==> config.mk <==
export PLATFORM = sky130hd
export DESIGN_NAME = fetch_pc_unit
export DESIGN_NICKNAME = d
export VERILOG_FILES = /design/src/rtl/fetch_pc_unit.sv
export SDC_FILE = /design/constraint.sdc
export NUM_CORES = 1
export LEC_CHECK = 0
export CORE_UTILIZATION = 48
export DETAILED_ROUTE_END_ITERATION = 10
export PLACE_DENSITY = 0.95
export SKIP_CTS_REPAIR_TIMING = 1
export SKIP_LAST_GASP = 1
export SLEW_MARGIN = 20
export SYNTH_ARGS = -nofsm -noshare
export SYNTH_HDL_FRONTEND = slang
export SYNTH_SLANG_ARGS = --single-unit
==> constraint.sdc <==
create_clock -name CLK -period 4.2 [get_ports CLK]
set_input_delay 1.26 -clock CLK [delete_from_list [all_inputs] [get_ports CLK]]
set_output_delay 1.26 -clock CLK [all_outputs]
set_load 0.01 [all_outputs]
==> src/rtl/fetch_pc_unit.sv <==
// fetch_pc_unit: program-counter / fetch-address generator.
// Supports sequential, backward, skip, signed relative, absolute jump,
// call/return and a sticky halt/resume state machine.
// Optional feature macro: FETCH_RAS_EN enables the return-address stack,
// RasCount and the sticky overflow/underflow flags.
module fetch_pc_unit #(
    parameter int unsigned           PC_WIDTH  = 8,
    parameter int unsigned           OFF_WIDTH = 6,
    parameter int unsigned           RAS_DEPTH = 4,
    parameter logic [PC_WIDTH-1:0]   RESET_PC  = '0
) (
    input  logic                             CLK,
    input  logic                             Init,
    input  logic                             Halt,
    input  logic                             Resume,
    input  logic                             Stall,
    input  logic [2:0]                       Mode,
    input  logic [PC_WIDTH-1:0]              Target,
    input  logic [OFF_WIDTH-1:0]             Offset,
    output logic [PC_WIDTH-1:0]              PC,
    output logic                             Halted,
    output logic [$clog2(RAS_DEPTH+1)-1:0]   RasCount,
    output logic                             RasOverflow,
    output logic                             RasUnderflow
);

    localparam int unsigned CW = $clog2(RAS_DEPTH + 1);

    localparam logic ST_RUN    = 1'b0;
    localparam logic ST_HALTED = 1'b1;

    localparam logic [2:0] M_SEQ  = 3'd0;
    localparam logic [2:0] M_BACK = 3'd1;
    localparam logic [2:0] M_SKIP = 3'd2;
    localparam logic [2:0] M_REL  = 3'd3;
    localparam logic [2:0] M_JMP  = 3'd4;
    localparam logic [2:0] M_CALL = 3'd5;
    localparam logic [2:0] M_RET  = 3'd6;

    logic                state_q;
    logic [PC_WIDTH-1:0] pc_q;
    logic [PC_WIDTH-1:0] pc_next;
    logic [PC_WIDTH-1:0] pc_seq;
    logic [PC_WIDTH-1:0] off_ext;
    logic                advance;

`ifdef FETCH_RAS_EN
    localparam int unsigned AW = (RAS_DEPTH > 1) ? $clog2(RAS_DEPTH) : 1;

    logic [PC_WIDTH-1:0] ras_mem [RAS_DEPTH];
    logic [CW-1:0]       ras_cnt;
    logic                ras_ovf;
    logic                ras_unf;
    logic                ras_full;
    logic                ras_empty;
    logic [PC_WIDTH-1:0] ras_top;
    logic                do_push;
    logic                do_pop;
    logic                set_ovf;
    logic                set_unf;

    assign ras_full  = (ras_cnt == CW'(RAS_DEPTH));
    assign ras_empty = (ras_cnt == '0);
    assign ras_top   = ras_mem[AW'(ras_cnt - 1'b1)];
`endif

    assign pc_seq  = pc_q + 1'b1;
    assign off_ext = PC_WIDTH'(signed'(Offset));
    // Mode only takes effect when running, not halting and not stalled
    assign advance = (state_q == ST_RUN) && !Halt && !Stall;

    // Next-PC selection and stack operation decode
    always_comb begin
        pc_next = pc_seq;
`ifdef FETCH_RAS_EN
        do_push = 1'b0;
        do_pop  = 1'b0;
        set_ovf = 1'b0;
        set_unf = 1'b0;
`endif
        case (Mode)
            M_SEQ:  pc_next = pc_seq;
            M_BACK: pc_next = pc_q - 1'b1;
            M_SKIP: pc_next = pc_q + PC_WIDTH'(2);
            M_REL:  pc_next = pc_q + off_ext;
            M_JMP:  pc_next = Target;
            M_CALL: begin
                pc_next = Target;
`ifdef FETCH_RAS_EN
                if (ras_full) set_ovf = advance;
                else          do_push = advance;
`endif
            end
            M_RET: begin
`ifdef FETCH_RAS_EN
                if (ras_empty) begin
                    pc_next = pc_seq;
                    set_unf = advance;
                end else begin
                    pc_next = ras_top;
                    do_pop  = advance;
                end
`else
                pc_next = pc_seq;
`endif
            end
            default: pc_next = pc_seq;
        endcase
    end

    // PC and run/halt state machine
    always_ff @(posedge CLK) begin
        if (Init) begin
            pc_q    <= RESET_PC;
            state_q <= ST_RUN;
        end else begin
            case (state_q)
                ST_RUN: begin
                    if (Halt)        state_q <= ST_HALTED;
                    else if (!Stall) pc_q    <= pc_next;
                end
                default: begin
                    if (Resume && !Halt) state_q <= ST_RUN;
                end
            endcase
        end
    end

`ifdef FETCH_RAS_EN
    // Stack occupancy and sticky error flags
    always_ff @(posedge CLK) begin
        if (Init) begin
            ras_cnt <= '0;
            ras_ovf <= 1'b0;
            ras_unf <= 1'b0;
        end else begin
            if (do_push)      ras_cnt <= ras_cnt + 1'b1;
            else if (do_pop)  ras_cnt <= ras_cnt - 1'b1;
            if (set_ovf) ras_ovf <= 1'b1;
            if (set_unf) ras_unf <= 1'b1;
        end
    end

    // Stack storage; contents are don't-care after Init so no reset
    always_ff @(posedge CLK) begin
        if (!Init && do_push) ras_mem[AW'(ras_cnt)] <= pc_seq;
    end

    assign RasCount     = ras_cnt;
    assign RasOverflow  = ras_ovf;
    assign RasUnderflow = ras_unf;
`else
    assign RasCount     = '0;
    assign RasOverflow  = 1'b0;
    assign RasUnderflow = 1'b0;
`endif

    assign PC     = pc_q;
    assign Halted = (state_q == ST_HALTED);

endmodule

==> results.md, run 1 <==
- Vias per cell: 6.14
- Reg2Reg Setup Slack: 2150 ps
- Crit Path Class: in2reg
- HP Class: reg2reg
- Worst EP arrival: 3680 ps
- DRT iter0 DRCs: 39
- Post-layout net count: 193
- RSZ-0062 raised after global routing: no
- Hold Crit Endpoint: Halted
- H-tree depth: 1
- Max VDD drop: 0.000216 V
- Run status: finished, final reports clean
- Syn-to-layout area delta: 32.0%
- CTS Buf Count: 3
- Initial antenna violation count: 0
- Initial DRT Pass Iterations: 4
- Synth unique cells: 45
- Detailed Route WL: 2.77 mm
- Synthesized area per cell: 7.66 µm²
- GRT Total Usage: 26.6%
- Period minus WS final: 3540 ps
- Congestion Overflow GR: 0
- R2r startpoint: PC[0]
- Largest area contributor in the netlist: dfxtp_1
- DIE AREA: 2280 µm²
- Worst reg2reg path depth: 8
- Synth top area share: 18.0%
- Relative slew slack: 50.4%
- Critical Path Sink Type: flop
- Vias post-DR: 1154
- Post-Syn Instances: 131
- Mapped cell area: 1000 µm²
- Hold depth: 2
- Primary FF master, synth: dfxtp_1
- Clk_lat worst skew: 260 ps
- Fin crit share: 84.2%
- CP Launch Type: primary input
- Dpl ws: 448 ps
- Root buffer cell: clkbuf_4
- Clock buffer depth: 2
- # IOs: 36
- Starting Density: 51.1%
- Sequential area share after synthesis: 18.0%
- Clk slew on worst S/H paths: 60 ps
- Synth Warn #: 0
- Core footprint: 1960 µm²
- PnR worst setup slack: 662 ps
- LEAKAGE: 0.554 nW
- Pin count of the biggest net entering global routing: 12
- Worst-Margin Slew: 743 ps
- Max FO, Critical Path: 7
- Dominant cells by area after synthesis: dfxtp_1, ha_1, a21oi_1
- Vias in the first global route: 1011
- Num Clock Sinks: 9
- Fmax: 0.283 GHz
- Die Y: 47.7 µm
- Die W: 47.7 µm
- Hold_ws: 558 ps
- Min-delay src: Halted
- DRC viols: 0
- Antenna Cells: 0
- #FFs+latches synth: 9
- Setup_tns: 0 ps
- Ys async rst share: 0%
- WL/cell: 14.7 µm
- Port-buffer cells: 30
- Site row count: 16
- Antenna viol nets, final: 0
- PD cells: 207 nW/µm²
- Clock skew: 8.54 ps
- Reg2Reg Capture Point: PC[4]
- Worst path required time: 4340 ps
- Hold violation count in the final report: 0
- Detailed placer's ending HPWL: 2.15 mm
- Final setup violation count: 0
- First-pass GRT wire length: 4.26 mm
- Max-Cap Viols: 0
- Post-synth EDFFs: 0
- Gpl congestion: 0.866
- CTS tree: built
- Final-report max-slew violation count: 0
- Proportion of layout cells with a drive suffix above 1: 6.83%
-- kinds of logic (layout without fill, tap and decap cells) --
logic type / count (synthesis) / after routing / synth area share [%]
other: 1 / 5 / 0.374
adder cells (fa/ha/maj): 9 / 9 / 12.0
XOR/XNOR: 3 / 3 / 2.62
AO/OA/AOI/OAI: 50 / 50 / 32.9
flip-flops: 9 / 9 / 18.0
buffers and inverters: 18 / 44 / 9.10
multiplexers: 2 / 2 / 2.00
AND/OR/NAND/NOR: 39 / 39 / 23.1
-- through the flow --
stage | util, % | power, mW | instance area (µm²) | instances
2_1_floorplan | - | 0.163 | 1020 | 135
3_3_place_gp | 66.2 | 0.202 | 1300 | 184
3_5_place_dp | 66.2 | 0.207 | 1300 | 184
4_1_cts | 67.5 | 0.274 | 1330 | 188
5_1_grt | 67.5 | 0.295 | 1330 | 188
6_report | 67.5 | 0.274 | 1330 | 188
-- synthesized netlist by cell type (all sizes together), types with 2 or more instances --
cell type	instances
a221oi	4
xnor2	2
or3	3
a31oi	2
a211oi	3
or2	2
nor2	10
o21bai	2
nand2b	4
a21o	2
a21oi	14
nor3	3
nand4	2
buf	7
o21ai	15
nand2	3
ha	8
inv	10
nand3	2
mux2i	2
nor2b	3
dfxtp	9
-- metal layers --
layer / vias to the layer above / part of all wire (%) / track usage, %
met5: - / 0 / 0
met4: 0 / 2.2 / 8.89
met3: 8 / 7.9 / 7.17
met2: 71 / 50 / 48.1
met1: 534 / 40 / 30.0
li1: 541 / - / -
-- worst max path at each step --
| stage | startpoint | end | slack [ps] | cells past startpoint |
|---|---|---|---|---|
| 2_1_floorplan | Mode[2] | PC[7] | 1250 | 9 |
| 3_3_place_gp | Mode[2] | PC[7] | 600 | 10 |
| 3_5_place_dp | Mode[2] | PC[7] | 450 | 10 |
| 4_1_cts | Mode[2] | PC[7] | 710 | 10 |
| 5_1_grt | Mode[2] | PC[7] | 530 | 10 |
| 6_report | Mode[2] | PC[7] | 660 | 10 |
-- critical path: stages --
cell and delay [ps]:
clkdlybuf4s50_1 560, nand2b_1 290, a21o_1 170, inv_1 50
ha_1 300, a211oi_2 260, nor2_1 130, o41ai_2 380
mux2i_1 220, o21ai_1 80
-- registers in the layout (all words and copies together), names as in the netlist --
signal / cells
PC: 8
Halted: 1
-- cell usage in the layout (no fill, tap or decap), types with 3 or more instances in the layout --
| master | synthesis | final |
|---|---|---|
| conb_1 | 1 | 5 |
| nand2b_1 | 4 | 4 |
| o21ai_1 | 4 | 4 |
| or3_1 | 3 | 3 |
| o21ai_0 | 11 | 11 |
| inv_1 | 10 | 10 |
| a21oi_1 | 14 | 14 |
| a221oi_1 | 4 | 4 |
| ha_1 | 8 | 8 |
| dfxtp_1 | 9 | 9 |
| nor2b_1 | 3 | 3 |
| nor2_1 | 10 | 10 |
| clkbuf_4 | 0 | 3 |
| clkdlybuf4s50_1 | 0 | 30 |
| nand2_1 | 3 | 3 |
-- report_power, final --
| part | internal [mW] | switching [mW] | total [mW] |
|---|---|---|---|
| clock | 0.0366 | 0.0302 | 0.0667 |
| combinational | 0.0558 | 0.0503 | 0.106 |
| sequential | 0.0914 | 0.00973 | 0.101 |
-- area by class of cell --
class	count	area, µm²
Clock buffer	4	26.3
Tap cell	27	33.8
Sequential cell	9	180
Fill cell	175	637
Timing Repair Buffer	30	300
Inverter	10	37.5
Multi-Input combinational cell	108	747
Note: power is estimated with default switching activity, not from simulation.
==> inputs of run 2 (changes only) <==
--- a/config.mk
+++ b/config.mk
@@ -5,9 +5,9 @@
 export SDC_FILE = /design/constraint.sdc
 export NUM_CORES = 1
 export LEC_CHECK = 0
-export CORE_UTILIZATION = 48
+export CORE_UTILIZATION = 44
 export DETAILED_ROUTE_END_ITERATION = 10
-export PLACE_DENSITY = 0.95
+export PLACE_DENSITY = 0.9
 export SKIP_CTS_REPAIR_TIMING = 1
 export SKIP_LAST_GASP = 1
 export SLEW_MARGIN = 20
==> constraint.sdc (replaced) <==
create_clock -name CLK -period 3.6 [get_ports CLK]
set_input_delay 1.08 -clock CLK [delete_from_list [all_inputs] [get_ports CLK]]
set_output_delay 1.08 -clock CLK [all_outputs]
set_load 0.01 [all_outputs]
==> run 2 against run 1 <==
Net effect: setup slack worse by 300 ps; highest routed layer unchanged; non-clock buffer count grew 3; largest cell class unchanged; cell count grew 1.6%; hold slack gained 4.9 ps; routed wire length decreased by 1.9%; combinational power up 18%.
==> results.md, run 2 (synthesized netlist as in run 1, its figures left out) <==
- Run status: finished, final reports clean (unchanged)
- Fmax: 0.309 GHz
- Finished Cell Area: 1350 µm² (was 1330 µm²)
- Root buffer cell: clkbuf_4 (unchanged)
- Num Clock Sinks: 9 (unchanged)
- LEAKAGE: 0.568 nW (was 0.554 nW)
- Hold violation count in the final report: 0 (unchanged)
- Commonest non-fill, non-tap cell in the layout: clkdlybuf4s50_1 (unchanged)
- Sequence of cells on the critical path: clkdlybuf4s50_1 > nand2b_1 > a21o_1 > inv_1 > ha_1 > a211oi_2 > nor2_1 > o41ai_2 > mux2i_1 > o21ai_1 (unchanged)
- Max stage delay on crit path: 560 ps (about the same)
- Clk_lat worst skew: 270 ps (was 260 ps)
- Initial antenna violation count: 0 (unchanged)
- Critical Path Sink Type: flop (unchanged)
- Max VDD drop: 0.000206 V (was 0.000216 V)
- Worst path required time: 3750 ps (was 4340 ps)
- Setup_tns: 0 ps (unchanged)
- Commonest non-fill, non-tap cells in the layout: clkdlybuf4s50_1, a21oi_1, o21ai_0 (unchanged)
- Antenna Cells: 0 (unchanged)
- CP Launch Type: primary input (unchanged)
- Core footprint: 2040 µm² (was 1960 µm²)
- Crit Path Class: in2reg (unchanged)
- Gpl congestion: 0.847 (was 0.866)
- Layout Cells excl Fill: 191 (was 188)
- PD cells: 243 nW/µm² (was 207 nW/µm²)
- Fillers: 196 (was 175)
- Hold_ws: 563 ps (was 558 ps)
- # IOs: 36 (unchanged)
- HP Class: reg2reg (unchanged)
- GRT Total Usage: 23.9% (was 26.6%)
- Slowest CP cell: clkdlybuf4s50_1 (unchanged)
- Largest delay share family, worst path: compound AO/OA/AOI/OAI gates (unchanged)
- DRT iter0 DRCs: 37 (was 39)
- Pin count of the biggest net entering global routing: 11 (was 12)
- Worst EP arrival: 3390 ps (was 3680 ps)
- Proportion of layout cells with a drive suffix above 1: 8.54% (was 6.83%)
- Vias per cell: 5.85 (was 6.14)
- Site row count: 16 (unchanged)
- Max FO, Critical Path: 6 (was 7)
- Worst reg2reg path depth: 6 (was 8)
- Largest register FFs: 8 (unchanged)
- DRC viols: 0 (unchanged)
- Crit path buf inv count: 2 (unchanged)
- Multi-input gate area: 747 µm² (unchanged)
- Final core utilization: 66.0% (was 67.5%)
- Placed insts: 187 (was 184)
- Antenna viol nets, final: 0 (unchanged)
- Period minus WS final: 3240 ps
- Final setup violation count: 0 (unchanged)
- Worst-Margin Slew: 596 ps (was 743 ps)
- Clk slew on worst S/H paths: 70 ps (was 60 ps)
- Detailed Route WL: 2.72 mm (was 2.77 mm)
- CTS tree: built (unchanged)
- Hold depth: 2 (unchanged)
- RSZ-0062 raised after global routing: no (unchanged)
- Clock buffer depth: 2 (unchanged)
- First-pass GRT wire length: 4.59 mm (was 4.26 mm)
- Congestion Overflow GR: 0 (unchanged)
- Post-layout net count: 196 (was 193)
- H-tree depth: 1 (unchanged)
- Vias in the first global route: 1023 (was 1011)
- Die W: 49.8 µm (was 47.7 µm)
- DIE AREA: 2480 µm² (was 2280 µm²)
- Clock skew: 9.52 ps (was 8.54 ps)
- Syn-to-layout area delta: 34.3% (was 32.0%)
- Vias post-DR: 1117 (was 1154)
- Detailed placer's ending HPWL: 2.21 mm (was 2.15 mm)
- Relative slew slack: 60.1% (was 50.4%)
- Critical path depth: 10 (unchanged)
- Final-report max-slew violation count: 0 (unchanged)
- CTS Buf Count: 3 (unchanged)
- Starting Density: 49.1% (was 51.1%)
- WL/cell: 14.2 µm (was 14.7 µm)
- Storage element area: 180 µm² (unchanged)
- Die Y: 49.8 µm (was 47.7 µm)
- Max-Cap Viols: 0 (unchanged)
- Port-buffer cells: 30 (unchanged)
- Initial DRT Pass Iterations: 5 (was 4)
- Fin crit share: 90.0%
- Post-placement cell area: 1320 µm² (was 1300 µm²)
## run 2: power breakdown
part	total [mW]	switching [mW]	internal (mW)
Combinational	0.125	0.0579	0.0670
Sequential	0.118	0.0113	0.107
Clock	0.0852	0.0424	0.0428
Total	0.328	0.112	0.216
## run 2: area by class of cell
type,count,share of cell area [%]
inverter,10,2.79
sequential,9,13.4
multi-input combinational,108,55.4
tap,27,2.51
clock buffer,4,1.95
timing repair buffer,33,24.0
## run 2: worst register-to-register path, stage by stage (launching register included)
cell      delay [ps]
dfxtp_1          470
ha_1             320
a211oi_2         290
nor2_1           130
o41ai_2          340
mux2i_1          260
o21ai_1           80
## run 2: path summary, 6_finish.rpt
| path | from | slack, ps | to |
|---|---|---|---|
| worst max register to register | PC[1] | 1590 | PC[7] |
| worst min register to register | Halted | 560 | Halted |
| worst max-delay path | Mode[2] | 360 | PC[7] |
| worst min-delay path | Halted | 560 | Halted |
## run 2: metrics by stage
stage / setup slack, ps / power (mW)
after global placement: 163 / 0.239
after CTS: 365 / 0.327
final: 361 / 0.328
after floorplan: 834 / 0.190
after global routing: 245 / 0.348
after detailed placement: 108 / 0.243
## run 2: per-layer routing
metal | up-vias | global-route usage (%) | wire, µm
li1 | 547 | - | -
met2 | 51 | 43.9 | 1360
met5 | - | 0 | 0
met4 | 0 | 2.86 | 19
met1 | 517 | 29.2 | 1150
met3 | 2 | 4.63 | 190
